<file path="src/rtl/isa_pkg.sv">
`default_nettype none
// +----------------------------------------------------------------------+
// | isa_pkg: ISA field layout, opcodes, decoder state and decode helpers  |
// | Rev 1.0 - initial release                                             |
// +----------------------------------------------------------------------+
package isa_pkg;

   localparam int DATA_W = 16;
   localparam int REG_AW = 3;
   localparam int OPC_W  = 5;

   localparam int OPC_MSB  = 15;
   localparam int OPC_LSB  = 11;
   localparam int RDST_MSB = 10;
   localparam int RDST_LSB = 8;
   localparam int RS1_MSB  = 7;
   localparam int RS1_LSB  = 5;
   localparam int RS2_MSB  = 4;
   localparam int RS2_LSB  = 2;

   localparam logic [OPC_W-1:0] OP_NOP = 5'b00000;
   localparam logic [OPC_W-1:0] OP_NOT = 5'b00001;
   localparam logic [OPC_W-1:0] OP_INC = 5'b00010;
   localparam logic [OPC_W-1:0] OP_DEC = 5'b00011;
   localparam logic [OPC_W-1:0] OP_MOV = 5'b00100;
   localparam logic [OPC_W-1:0] OP_ADD = 5'b01000;
   localparam logic [OPC_W-1:0] OP_SUB = 5'b01001;
   localparam logic [OPC_W-1:0] OP_AND = 5'b01010;
   localparam logic [OPC_W-1:0] OP_OR  = 5'b01011;
   localparam logic [OPC_W-1:0] OP_LDM = 5'b10000;
   localparam logic [OPC_W-1:0] OP_LDD = 5'b10001;
   localparam logic [OPC_W-1:0] OP_STD = 5'b10010;

   localparam logic [1:0] ST_DECODE = 2'd0;
   localparam logic [1:0] ST_IMM    = 2'd1;
   localparam logic [1:0] ST_STALL  = 2'd2;

   typedef struct packed {
      logic [REG_AW-1:0] read_addr1;
      logic [REG_AW-1:0] read_addr2;
      logic [REG_AW-1:0] write_addr;
      logic              one_operand;
      logic              mem_read;
      logic              mem_write;
      logic              reg_write;
      logic [OPC_W-1:0]  alu_op;
      logic [DATA_W-1:0] imm;
      logic              imm_valid;
      logic              dec_valid;
   } dec_out_t;

   localparam dec_out_t BUBBLE = '0;

   function automatic logic uses_rs1(input logic [OPC_W-1:0] op);
      case (op)
         OP_NOT, OP_INC, OP_DEC, OP_MOV,
         OP_ADD, OP_SUB, OP_AND, OP_OR,
         OP_LDD, OP_STD: return 1'b1;
         default:        return 1'b0;
      endcase
   endfunction

   function automatic logic uses_rs2(input logic [OPC_W-1:0] op);
      case (op)
         OP_ADD, OP_SUB, OP_AND, OP_OR, OP_STD: return 1'b1;
         default:                               return 1'b0;
      endcase
   endfunction

   function automatic logic is_legal(input logic [OPC_W-1:0] op);
      return (op == OP_NOP) || (op == OP_LDM) || uses_rs1(op);
   endfunction

   // Single-word decode; NOP, LDM and illegal opcodes all yield a bubble.
   function automatic dec_out_t decode_word(input logic [DATA_W-1:0] instr);
      dec_out_t         d;
      logic [OPC_W-1:0] op;
      op = instr[OPC_MSB:OPC_LSB];
      d  = BUBBLE;
      if (uses_rs1(op)) begin
         d.dec_valid   = 1'b1;
         d.alu_op      = op;
         d.read_addr1  = instr[RS1_MSB:RS1_LSB];
         d.read_addr2  = uses_rs2(op) ? instr[RS2_MSB:RS2_LSB] : '0;
         d.one_operand = (op == OP_NOT) || (op == OP_INC) ||
                         (op == OP_DEC) || (op == OP_MOV);
         d.mem_read    = (op == OP_LDD);
         d.mem_write   = (op == OP_STD);
         d.reg_write   = (op != OP_STD);
         d.write_addr  = (op != OP_STD) ? instr[RDST_MSB:RDST_LSB] : '0;
      end
      return d;
   endfunction

endpackage
`default_nettype wire

</file>
<file path="src/rtl/instr_decode_if.sv">
`default_nettype none
// +----------------------------------------------------------------------+
// | instr_decode_if: fetch -> decode -> register-file signal bundle       |
// | Rev 1.0 - initial release                                             |
// +----------------------------------------------------------------------+
interface instr_decode_if;
   import isa_pkg::*;

   logic [DATA_W-1:0] instr_in;
   logic              instr_valid;
   logic              flush;
   logic              pc_en;
   logic [REG_AW-1:0] read_addr1;
   logic [REG_AW-1:0] read_addr2;
   logic [REG_AW-1:0] write_addr;
   logic              one_operand;
   logic              mem_read;
   logic              mem_write;
   logic              reg_write;
   logic [OPC_W-1:0]  alu_op;
   logic [DATA_W-1:0] imm;
   logic              imm_valid;
   logic              dec_valid;
   logic              illegal_op;

   modport master (
      output instr_in, instr_valid, flush,
      input  pc_en, read_addr1, read_addr2, write_addr, one_operand,
             mem_read, mem_write, reg_write, alu_op, imm, imm_valid,
             dec_valid, illegal_op
   );

   modport slave (
      input  instr_in, instr_valid, flush,
      output pc_en, read_addr1, read_addr2, write_addr, one_operand,
             mem_read, mem_write, reg_write, alu_op, imm, imm_valid,
             dec_valid, illegal_op
   );
endinterface
`default_nettype wire

</file>
<file path="src/rtl/hazard_detect.sv">
`default_nettype none
// +----------------------------------------------------------------------+
// | hazard_detect: load-use hazard between the decoded load and new word  |
// | Rev 1.0 - initial release                                             |
// +----------------------------------------------------------------------+
module hazard_detect
   import isa_pkg::*;
(
   input  logic              i_prev_mem_read,
   input  logic              i_prev_dec_valid,
   input  logic [REG_AW-1:0] i_prev_write_addr,
   input  logic [OPC_W-1:0]  i_opcode,
   input  logic [REG_AW-1:0] i_rsrc1,
   input  logic [REG_AW-1:0] i_rsrc2,
   output logic              o_hazard
);
   logic w_match1;
   logic w_match2;

   assign w_match1 = uses_rs1(i_opcode) && (i_rsrc1 == i_prev_write_addr);
   assign w_match2 = uses_rs2(i_opcode) && (i_rsrc2 == i_prev_write_addr);
   assign o_hazard = i_prev_mem_read && i_prev_dec_valid && (w_match1 || w_match2);
endmodule
`default_nettype wire

</file>
<file path="src/rtl/instr_decode.sv">
`default_nettype none
// +----------------------------------------------------------------------+
// | instr_decode: IF/ID stage with load-use stall and two-word LDM        |
// | Rev 1.0 - initial release                                             |
// +----------------------------------------------------------------------+
module instr_decode
   import isa_pkg::*;
(
   input  logic          clk,
   input  logic          reset,
   instr_decode_if.slave bus
);
   logic [1:0]        r_state;
   logic [REG_AW-1:0] r_ldm_rdst;
   dec_out_t          r_out;
   logic              r_illegal;

   logic [1:0]        w_next_state;
   logic [REG_AW-1:0] w_next_rdst;
   dec_out_t          w_next_out;
   logic              w_next_illegal;
   logic              w_stall_req;
   logic              w_hazard;
   logic [OPC_W-1:0]  w_opcode;

   assign w_opcode = bus.instr_in[OPC_MSB:OPC_LSB];

   hazard_detect u_hazard (
      .i_prev_mem_read  (r_out.mem_read),
      .i_prev_dec_valid (r_out.dec_valid),
      .i_prev_write_addr(r_out.write_addr),
      .i_opcode         (w_opcode),
      .i_rsrc1          (bus.instr_in[RS1_MSB:RS1_LSB]),
      .i_rsrc2          (bus.instr_in[RS2_MSB:RS2_LSB]),
      .o_hazard         (w_hazard)
   );

   always_comb begin
      w_next_state   = r_state;
      w_next_rdst    = r_ldm_rdst;
      w_next_out     = BUBBLE;
      w_next_illegal = 1'b0;
      w_stall_req    = 1'b0;
      if (bus.flush) begin
         w_next_state = ST_DECODE;
         w_next_rdst  = '0;
      end else begin
         case (r_state)
            ST_DECODE: begin
               if (bus.instr_valid) begin
                  if (w_hazard) begin
                     w_stall_req  = 1'b1;
                     w_next_state = ST_STALL;
                  end else if (w_opcode == OP_LDM) begin
                     w_next_rdst  = bus.instr_in[RDST_MSB:RDST_LSB];
                     w_next_state = ST_IMM;
                  end else if (!is_legal(w_opcode)) begin
                     w_next_illegal = 1'b1;
                  end else begin
                     w_next_out = decode_word(bus.instr_in);
                  end
               end
            end
            // Fetch has held the word, so it is decoded without re-checking.
            ST_STALL: begin
               w_next_out   = decode_word(bus.instr_in);
               w_next_state = ST_DECODE;
            end
            ST_IMM: begin
               if (bus.instr_valid) begin
                  w_next_out.reg_write  = 1'b1;
                  w_next_out.write_addr = r_ldm_rdst;
                  w_next_out.imm        = bus.instr_in;
                  w_next_out.imm_valid  = 1'b1;
                  w_next_out.alu_op     = OP_LDM;
                  w_next_out.dec_valid  = 1'b1;
                  w_next_state          = ST_DECODE;
               end
            end
            default: w_next_state = ST_DECODE;
         endcase
      end
   end

   always_ff @(posedge clk or posedge reset) begin
      if (reset) begin
         r_state    <= ST_DECODE;
         r_ldm_rdst <= '0;
         r_out      <= BUBBLE;
         r_illegal  <= 1'b0;
      end else begin
         r_state    <= w_next_state;
         r_ldm_rdst <= w_next_rdst;
         r_out      <= w_next_out;
         r_illegal  <= w_next_illegal;
      end
   end

   assign bus.pc_en       = reset || !w_stall_req;
   assign bus.read_addr1  = r_out.read_addr1;
   assign bus.read_addr2  = r_out.read_addr2;
   assign bus.write_addr  = r_out.write_addr;
   assign bus.one_operand = r_out.one_operand;
   assign bus.mem_read    = r_out.mem_read;
   assign bus.mem_write   = r_out.mem_write;
   assign bus.reg_write   = r_out.reg_write;
   assign bus.alu_op      = r_out.alu_op;
   assign bus.imm         = r_out.imm;
   assign bus.imm_valid   = r_out.imm_valid;
   assign bus.dec_valid   = r_out.dec_valid;
   assign bus.illegal_op  = r_illegal;
endmodule
`default_nettype wire

</file>
<file path="src/flat_wrapper.sv">
// flat-port wrapper written by rule: the top's interface ports become plain ports
module instr_decode_flat import isa_pkg::*;
  (clk, reset, bus_instr_in, bus_instr_valid, bus_flush, bus_pc_en, bus_read_addr1, bus_read_addr2, bus_write_addr, bus_one_operand, bus_mem_read, bus_mem_write, bus_reg_write, bus_alu_op, bus_imm, bus_imm_valid, bus_dec_valid, bus_illegal_op);
  instr_decode_if bus_i ();
  input  logic clk;
  input  logic reset;
  input wire logic [$bits(bus_i.instr_in)-1:0] bus_instr_in;
  input wire logic [$bits(bus_i.instr_valid)-1:0] bus_instr_valid;
  input wire logic [$bits(bus_i.flush)-1:0] bus_flush;
  output wire logic [$bits(bus_i.pc_en)-1:0] bus_pc_en;
  output wire logic [$bits(bus_i.read_addr1)-1:0] bus_read_addr1;
  output wire logic [$bits(bus_i.read_addr2)-1:0] bus_read_addr2;
  output wire logic [$bits(bus_i.write_addr)-1:0] bus_write_addr;
  output wire logic [$bits(bus_i.one_operand)-1:0] bus_one_operand;
  output wire logic [$bits(bus_i.mem_read)-1:0] bus_mem_read;
  output wire logic [$bits(bus_i.mem_write)-1:0] bus_mem_write;
  output wire logic [$bits(bus_i.reg_write)-1:0] bus_reg_write;
  output wire logic [$bits(bus_i.alu_op)-1:0] bus_alu_op;
  output wire logic [$bits(bus_i.imm)-1:0] bus_imm;
  output wire logic [$bits(bus_i.imm_valid)-1:0] bus_imm_valid;
  output wire logic [$bits(bus_i.dec_valid)-1:0] bus_dec_valid;
  output wire logic [$bits(bus_i.illegal_op)-1:0] bus_illegal_op;
  assign bus_i.instr_in = bus_instr_in;
  assign bus_i.instr_valid = bus_instr_valid;
  assign bus_i.flush = bus_flush;
  assign bus_pc_en = bus_i.pc_en;
  assign bus_read_addr1 = bus_i.read_addr1;
  assign bus_read_addr2 = bus_i.read_addr2;
  assign bus_write_addr = bus_i.write_addr;
  assign bus_one_operand = bus_i.one_operand;
  assign bus_mem_read = bus_i.mem_read;
  assign bus_mem_write = bus_i.mem_write;
  assign bus_reg_write = bus_i.reg_write;
  assign bus_alu_op = bus_i.alu_op;
  assign bus_imm = bus_i.imm;
  assign bus_imm_valid = bus_i.imm_valid;
  assign bus_dec_valid = bus_i.dec_valid;
  assign bus_illegal_op = bus_i.illegal_op;
  instr_decode u_core (.clk(clk), .reset(reset), .bus(bus_i));
endmodule
</file>
<file path="config.mk">
export PLATFORM = sky130hd
export DESIGN_NAME = instr_decode_flat
export DESIGN_NICKNAME = d
export VERILOG_FILES = /design/src/rtl/isa_pkg.sv /design/src/rtl/instr_decode_if.sv /design/src/rtl/hazard_detect.sv /design/src/rtl/instr_decode.sv /design/src/flat_wrapper.sv
export SDC_FILE = /design/constraint.sdc
export NUM_CORES = 1
export LEC_CHECK = 0
export ABC_CLOCK_PERIOD_IN_PS = 2550
export CORE_MARGIN = 3
export CORE_UTILIZATION = 45
export DETAILED_ROUTE_END_ITERATION = 8
export GPL_ROUTABILITY_DRIVEN = 0
export PLACE_DENSITY = 0.77
export SYNTH_ARGS = -nofsm -noshare
export SYNTH_HDL_FRONTEND = slang
export SYNTH_HIERARCHICAL = 1
export SYNTH_SLANG_ARGS = --single-unit
</file>
<file path="constraint.sdc">
create_clock -name clk -period 2.55 [get_ports clk]
set_input_delay 0.255 -clock clk [delete_from_list [all_inputs] [get_ports clk]]
set_output_delay 0.255 -clock clk [all_outputs]
set_load 0.01 [all_outputs]
</file>
==> qor.yml, run 1 <==
cap_violations: 0
diodes: 0
crit_buf_inv: 3
crit_fanout: 4
place_ws_ns: -0.332
critPathArrivalTime_ns: 2.20
criticalPathCategory: "input pin to output port"
min_path_type: "input pin to flip-flop"
post-route-util_pct: 72.3
syn-cell-area_um2: 1900
port_buffers: 57
ant_nets: 0
area_delta_synth_final_pct: 46.9
die_area_um2: 5030
synthCells: 164
slew_headroom_pct: 56.2
path_clk_slew_ns: 0.07
clkLatencyLatePin_ns: 0.30
fin_worst_skew_ns: 0.0107
report.final.slew_viol_count: 0
initial_core_util_pct: 49.2
critical_path.startpoint_type: "input pin"
grt_use_total_pct: 19.0
nNetsFinal: 271
cts_buffer_depth: 2
drt_first_pass_iters: 4
seqCellArea_um2: 1050
vias: 1534
setup_ws_ns: 0.0994
cp_slowest_stage_delay_ns: 0.48
critPathCaptureType: "output port"
die_w_um: 70.9
drtIter0Drc: 80
synth_nets: 192
finalSetupViolCount: 0
yosysWarnings: 6
ys_seq_elements: 42
grt_pass1_vias: 1554
powerDensity_nw_per_um2: 490
routed.top_layer: "met4"
overflow: 0
multiInputGateArea_um2: 813
drc: 0
worstPathRequired_ns: 2.30
synthTopCellsByArea: "dfrtp_1 55%, and2_1 6.9%, ha_1 5.3%"
via_per_inst: 5.25
rows: 22
root_buffer: "clkbuf_8"
hpwl_um: 3200
core_um2: 3850
tns_ns: 0
synth.distinct_cells: 38
clock-sinks: 42
wire_per_inst_um: 15.6
drt_wl_total_um: 4540
grt_antenna_before_repair: 0
synth_top_cell_area_share_pct: 55.4
post_route_cells_drive_above_1_share_pct: 14.3
finalHoldViolCount: 0
fmax_mhz: 408
grt_setup_unrepaired: "yes"
wl_met3_um: 383
slowest_stage: "clkdlybuf4s50_1"
path_delay_family: "buffers and inverters"
syn_area_per_cell_um2: 11.6
cts_tree: "yes"
drt-met1-wl_um: 1820
worstMarginPinSlew_ns: 0.649
cts_buffers: 5
grt_max_degree: 43
fin_total_pwr_mw: 1.36
synth_top_area_cell: "dfrtp_1"
io_pins: 58
die_h_um: 70.9
path_cells: "clkdlybuf4s50_1 -> nand3b_1 -> a21oi_1 -> o2111ai_1 -> a21oi_2 -> buf_4 -> and3_1 -> nand2_1 -> dlygate4sd2_1"
timing.final.crit_share_pct: 96.1
fillers: 264
h-tree-depth: 2
ys_seq_area_share_pct: 55.4
grt_pass1_wl_um: 7350
max-vdd-ir-drop_v: 0.000356
fin_crit_ns: 2.45
status: "finished, final reports clean"
leakagePower_nw: 1.28
routed-wl-met2_um: 2210
final timing paths:
path | from | end | slack, ns | cells after the start
max | bus_instr_in[13] | bus_pc_en | 0.1 | 9
min | bus_instr_in[11] | u_core/bus.alu_op[0] | 0.46 | 3
max reg2reg | u_core/bus.write_addr[0] | u_core/bus.reg_write | 0.32 | 11
min reg2reg | u_core/r_ldm_rdst[0] | u_core/bus.write_addr[0] | 0.54 | 1
max in group asynchronous | reset | u_core/bus.alu_op[1] | 1.69 | 3
min in group asynchronous | reset | u_core/bus.write_addr[1] | 0.51 | 3
final cells by class:
| cell class | count | share of cell area [%] |
|---|---|---|
| well taps | 48 | 2.16 |
| inverters | 6 | 0.809 |
| clock buffers | 6 | 2.61 |
| repair buffers | 78 | 26.1 |
| flip-flops and latches | 42 | 37.7 |
| clock inverters | 2 | 1.35 |
| multi-input cells | 110 | 29.2 |
worst reg2reg max path, cell delays in order, from the launching register on:
cell,delay [ns]
dfrtp_1,0.44
xor2_1,0.18
nor3_1,0.15
nand4_1,0.14
a21oi_2,0.22
buf_4,0.17
nor4b_4,0.05
buf_4,0.15
a21oi_1,0.20
a211oi_1,0.07
buf_4,0.16
or2_1,0.20
per-stage QoR:
step,cell area (um^2),hold WS (ns),cells
2_1_floorplan,1900,0.384,164
3_5_place_dp,2610,0.514,278
4_1_cts,2770,0.464,291
5_1_grt,2790,0.489,292
6_report,2790,0.464,292
3_3_place_gp,2610,0.502,278
power by group:
group | total, mW | internal [mW] | switching, mW
clock network | 0.518 | 0.292 | 0.226
registers | 0.676 | 0.673 | 0.00369
logic | 0.170 | 0.0863 | 0.0839
synth_stat cells (all sizes together):
library cell	n
nor3	6
a21boi	2
nand4bb	2
nand4	1
clkbuf	5
a22o	3
xor2	1
nor4	2
buf	1
nand3b	3
a211oi	2
and4	2
nand2	10
xnor2	5
o21ai	2
nor2b	2
nor4b	1
dfrtp	42
o22ai	2
inv	6
nor2	6
and4b	3
nand2b	2
nand3	4
a21oi	10
mux2i	1
ha	8
a21o	1
a2111oi	1
and2	21
nor4bb	1
nor3b	2
and3	1
a32oi	1
o2111ai	1
or2	1
sequential cells by signal (all words and copies together) (netlist names):
| name | flops |
|---|---|
| u_core/bus.mem_write | 1 |
| u_core/bus.illegal_op | 1 |
| u_core/bus.mem_read | 1 |
| u_core/r_ldm_rdst | 3 |
| u_core/bus.dec_valid | 1 |
| u_core/bus.one_operand | 1 |
| u_core/bus.write_addr | 3 |
| u_core/bus.read_addr2 | 3 |
| u_core/bus.imm | 16 |
| u_core/r_state | 2 |
| u_core/bus.reg_write | 1 |
| u_core/bus.read_addr1 | 3 |
| u_core/bus.imm_valid | 1 |
| u_core/bus.alu_op | 5 |
metal layers:
layer,vias to the layer above,GRT usage [%]
met5,-,0
met4,0,9.39
met3,14,4.69
met2,73,31.4
met1,722,23.1
li1,725,-
cells in the final DEF, fill, tap and decap left out, types with 3 or more instances in the layout:
| cell type | count |
|---|---|
| dlygate4sd2_1 | 3 |
| clkdlybuf4s50_1 | 53 |
| nor2_1 | 6 |
| nand3b_1 | 3 |
| a22o_1 | 3 |
| xnor2_1 | 5 |
| nand2_1 | 10 |
| dfrtp_1 | 42 |
| inv_1 | 6 |
| buf_4 | 19 |
| ha_1 | 7 |
| nor3_1 | 6 |
| a21oi_1 | 8 |
| and2_1 | 21 |
| clkbuf_8 | 5 |
| nand3_1 | 4 |
| and4b_1 | 3 |
cells by family after synthesis:
group / Yosys count / synth area share, %
compound gates: 25 / 10.0
flops: 42 / 55.4
xor+xnor: 6 / 2.77
simple gates: 70 / 23.2
fa+ha+maj: 8 / 5.28
buf+inv: 12 / 2.77
mux: 1 / 0.528
timing repair:
item	in CTS	in global routing
endpoints found under the setup margin	7	13
resized for setup	6	4
gates cloned	1	0
setup buffers	4	1
hold buffers	0	0
pin swaps	7	6
No activity file was read; power rests on OpenSTA's default activity.
==> inputs of run 2 (changes only) <==
- ABC_AREA: not set -> 1
==> run 2 against run 1 <==
Effect of this change: area after synthesis up 3.8%; clock-buffer cell count unchanged; critical path type unchanged; register-to-register slack better by 0.47 ns; power down 7.0%; clock power down 18%.
==> qor.yml, run 2 <==
status: "finished, final reports clean"  # unchanged
finalInstanceArea_um2: 2760  # was 2790 um^2
grt_pass1_wl_um: 7220  # was 7350 um
critPathArrivalTime_ns: 2.13  # was 2.20 ns
path_delay_family: "buffers and inverters"  # unchanged
worstPathRequired_ns: 2.30  # about the same
slowest_stage: "clkdlybuf4s50_1"  # unchanged
h-tree-depth: 2  # unchanged
post_route_cells_drive_above_1_share_pct: 12.3  # was 14.3%
yosys-top-cells-count: "47 x nand2_1, 42 x dfrtp_1, 40 x inv_1"  # was 42 x dfrtp_1, 21 x and2_1, 10 x nand2_1
port_buffers: 57  # unchanged
overflow: 0  # unchanged
post-route-util_pct: 67.0  # was 72.3%
critPathCaptureType: "output port"  # unchanged
vias: 1645  # was 1,534
die_h_um: 72.1  # was 70.9 um
timing.final.crit_share_pct: 93.5  # was 96.1%
diodes: 0  # unchanged
synth_top_cell_area_share_pct: 53.4  # was 55.4%
seqPwrFrac_pct: 53.3  # was 49.6%
min_path_type: "input pin to asynchronous set/reset pin"  # was input pin to flip-flop
layout_common_cells: "56 x clkdlybuf4s50_1, 47 x nand2_1, 42 x dfrtp_1"  # was 53 x clkdlybuf4s50_1, 42 x dfrtp_1, 21 x and2_1
grt_max_degree: 43  # unchanged
io_pins: 58  # unchanged
drtIter0Drc: 174  # was 80
largest_reg_flops: 16  # unchanged
drt_wl_total_um: 4290  # was 4540 um
setup_ws_ns: 0.166  # was 0.0994 ns
grt_pass1_vias: 1602  # was 1,554
crit_fanout: 2  # was 4
leakagePower_nw: 1.42  # was 1.28 nW
ys_seq_area_share_pct: 53.4  # was 55.4%
multiInputGateArea_um2: 752  # was 813 um^2
synth_edf_count: 0  # unchanged
die_area_um2: 5200  # was 5030 um^2
cp_slowest_stage_delay_ns: 0.48  # about the same
wire_per_inst_um: 12.3  # was 15.6 um
path_cells: "clkdlybuf4s50_1 -> inv_1 -> ha_1 -> nand2_1 -> a21oi_2 -> nand3_1 -> a21oi_2 -> inv_2 -> nor4_4 -> nand2_1 -> clkdlybuf4s15_1"  # was clkdlybuf4s50_1 -> nand3b_1 -> a21oi_1 -> o2111ai_1 -> a21oi_2 -> buf_4 -> and3_1 -> nand2_1 -> dlygate4sd2_1
criticalPathCategory: "input pin to output port"  # unchanged
cap_violations: 0  # unchanged
max-vdd-ir-drop_v: 0.000216  # was 0.000356 V
syn-cell-area_um2: 1970  # was 1900 um^2
die_w_um: 72.1  # was 70.9 um
fillers: 323  # was 264
area_delta_synth_final_pct: 40.0  # was 46.9%
synth.most_common_cell: "nand2_1"  # was dfrtp_1
place_area_um2: 2650  # was 2610 um^2
rows: 23  # was 22
grt_antenna_before_repair: 0  # unchanged
synth.distinct_cells: 23  # was 38
switching_share_pct: 25.9  # was 23.0%
root_buffer: "clkbuf_8"  # unchanged
synth_ff_type: "dfrtp_1"  # unchanged
worstMarginPinSlew_ns: 0.510  # was 0.649 ns
drc: 0  # unchanged
dp.cells: 342  # was 278
synthTopCellsByArea: "dfrtp_1 53%, nand2_1 9.0%, inv_1 7.6%"  # was dfrtp_1 55%, and2_1 6.9%, ha_1 5.3%
hpwl_um: 3120  # was 3200 um
nNetsFinal: 327  # was 271
p_sw_mw: 0.328  # was 0.313 mW
finalSetupViolCount: 0  # unchanged
slew_headroom_pct: 66.0  # was 56.2%
finalHoldViolCount: 0  # unchanged
fmax_mhz: 420  # was 408 MHz
post-cts-setup-buffers: 0  # was 4
powerDensity_nw_per_um2: 460  # was 490 nW/um^2
crit_buf_inv: 4  # was 3
initial_core_util_pct: 47.8  # was 49.2%
finalNonFillerCells: 350  # was 292
cts_tree: "yes"  # unchanged
path_clk_slew_ns: 0.08  # was 0.07 ns
layout_commonest_cell: "clkdlybuf4s50_1"  # unchanged
timing.hold.ws_ns: 0.422  # was 0.464 ns
tns_ns: 0  # unchanged
place_ws_ns: -0.129  # was -0.332 ns
syn_area_per_cell_um2: 8.63  # was 11.6 um^2
core_um2: 4120  # was 3850 um^2
ant_nets: 0  # unchanged
yosysWarnings: 6  # unchanged
internal-power_mw: 0.940  # was 1.05 mW
ys_seq_elements: 42  # unchanged
fin_worst_skew_ns: 0.00693  # was 0.0107 ns
combinationalPowerShare_pct: 13.3  # was 12.5%
cts_buffer_depth: 2  # unchanged
clock-sinks: 42  # unchanged
grt_use_total_pct: 17.9  # was 19.0%
synth_top_area_cell: "dfrtp_1"  # unchanged
fin_crit_ns: 2.38  # was 2.45 ns
synth_nets: 256  # was 192
synthArstFlopShare_pct: 100  # unchanged
ctsHoldBuffers: 0  # unchanged
fin_total_pwr_mw: 1.27  # was 1.36 mW
via_per_inst: 4.70  # was 5.25
drt_first_pass_iters: 4  # unchanged
cts_buffers: 5  # unchanged
report.final.slew_viol_count: 0  # unchanged
critical_path.startpoint_type: "input pin"  # unchanged
clkLatencyLatePin_ns: 0.30  # about the same
seqCellArea_um2: 1050  # unchanged
synthCells: 228  # was 164
grt_setup_unrepaired: "no"  # was yes
pwr-share-clk_pct: 33.4  # was 37.9%
run 2: path summary, 6_finish.rpt:
| path | startpoint | to | slack (ns) | depth (start not counted) |
|---|---|---|---|---|
| min | reset | u_core/bus.imm[9] | 0.42 | 3 |
| max reg2reg | u_core/bus.write_addr[1] | u_core/bus.dec_valid | 0.79 | 16 |
| max | bus_instr_in[11] | bus_pc_en | 0.17 | 11 |
| min in group clk | bus_instr_in[0] | u_core/bus.imm[0] | 0.47 | 3 |
| min reg2reg | u_core/r_ldm_rdst[0] | u_core/r_ldm_rdst[0] | 0.50 | 2 |
| max in group asynchronous | reset | u_core/bus.imm[14] | 1.77 | 3 |
run 2: cell type report:
class | count | share of cell area [%]
flip-flops and latches | 42 | 38.1
clock inverters | 2 | 0.500
multi-input cells | 141 | 27.3
repair buffers | 67 | 23.4
inverters | 42 | 5.72
well taps | 50 | 2.27
clock buffers | 6 | 2.63
run 2: power groups by stage:
stage	clock (mW)	sequential (mW)	combinational [mW]
floorplan	0	0.692	0.0815
global placement	0	0.689	0.163
detailed placement	0	0.689	0.166
CTS	0.439	0.676	0.168
global route	0.458	0.677	0.188
finish	0.424	0.676	0.169
run 2: tightest hold or removal path: cells and delay by family:
family,cells,cell delay [ns]
buffers and inverters,3,0.92
run 2: cells by family (layout without fill, tap and decap cells):
kind of cell | count (synthesis) | after routing | share of synthesized area, %
AND/OR/NAND/NOR | 119 | 119 | 28.0
adder cells (fa/ha/maj) | 8 | 8 | 5.09
AO/OA/AOI/OAI | 13 | 13 | 3.69
flip-flops | 42 | 42 | 53.4
buffers and inverters | 45 | 117 | 9.34
XOR/XNOR | 1 | 1 | 0.445
run 2: layer usage:
| metal | part of all wire, % | GRT usage [%] | vias up | wire (um) |
|---|---|---|---|---|
| li1 | - | - | 829 | - |
| met2 | 49 | 29.8 | 43 | 2120 |
| met1 | 43 | 22.5 | 766 | 1860 |
| met4 | 2.1 | 8.56 | 0 | 90 |
| met3 | 5.1 | 3.32 | 7 | 220 |
| met5 | 0 | 0 | - | 0 |
run 2: repair_timing:
action                     4_1_cts  5_1_grt
pin swaps                        0        1
setup endpoints to repair        1        1
gates resized for setup          2        4
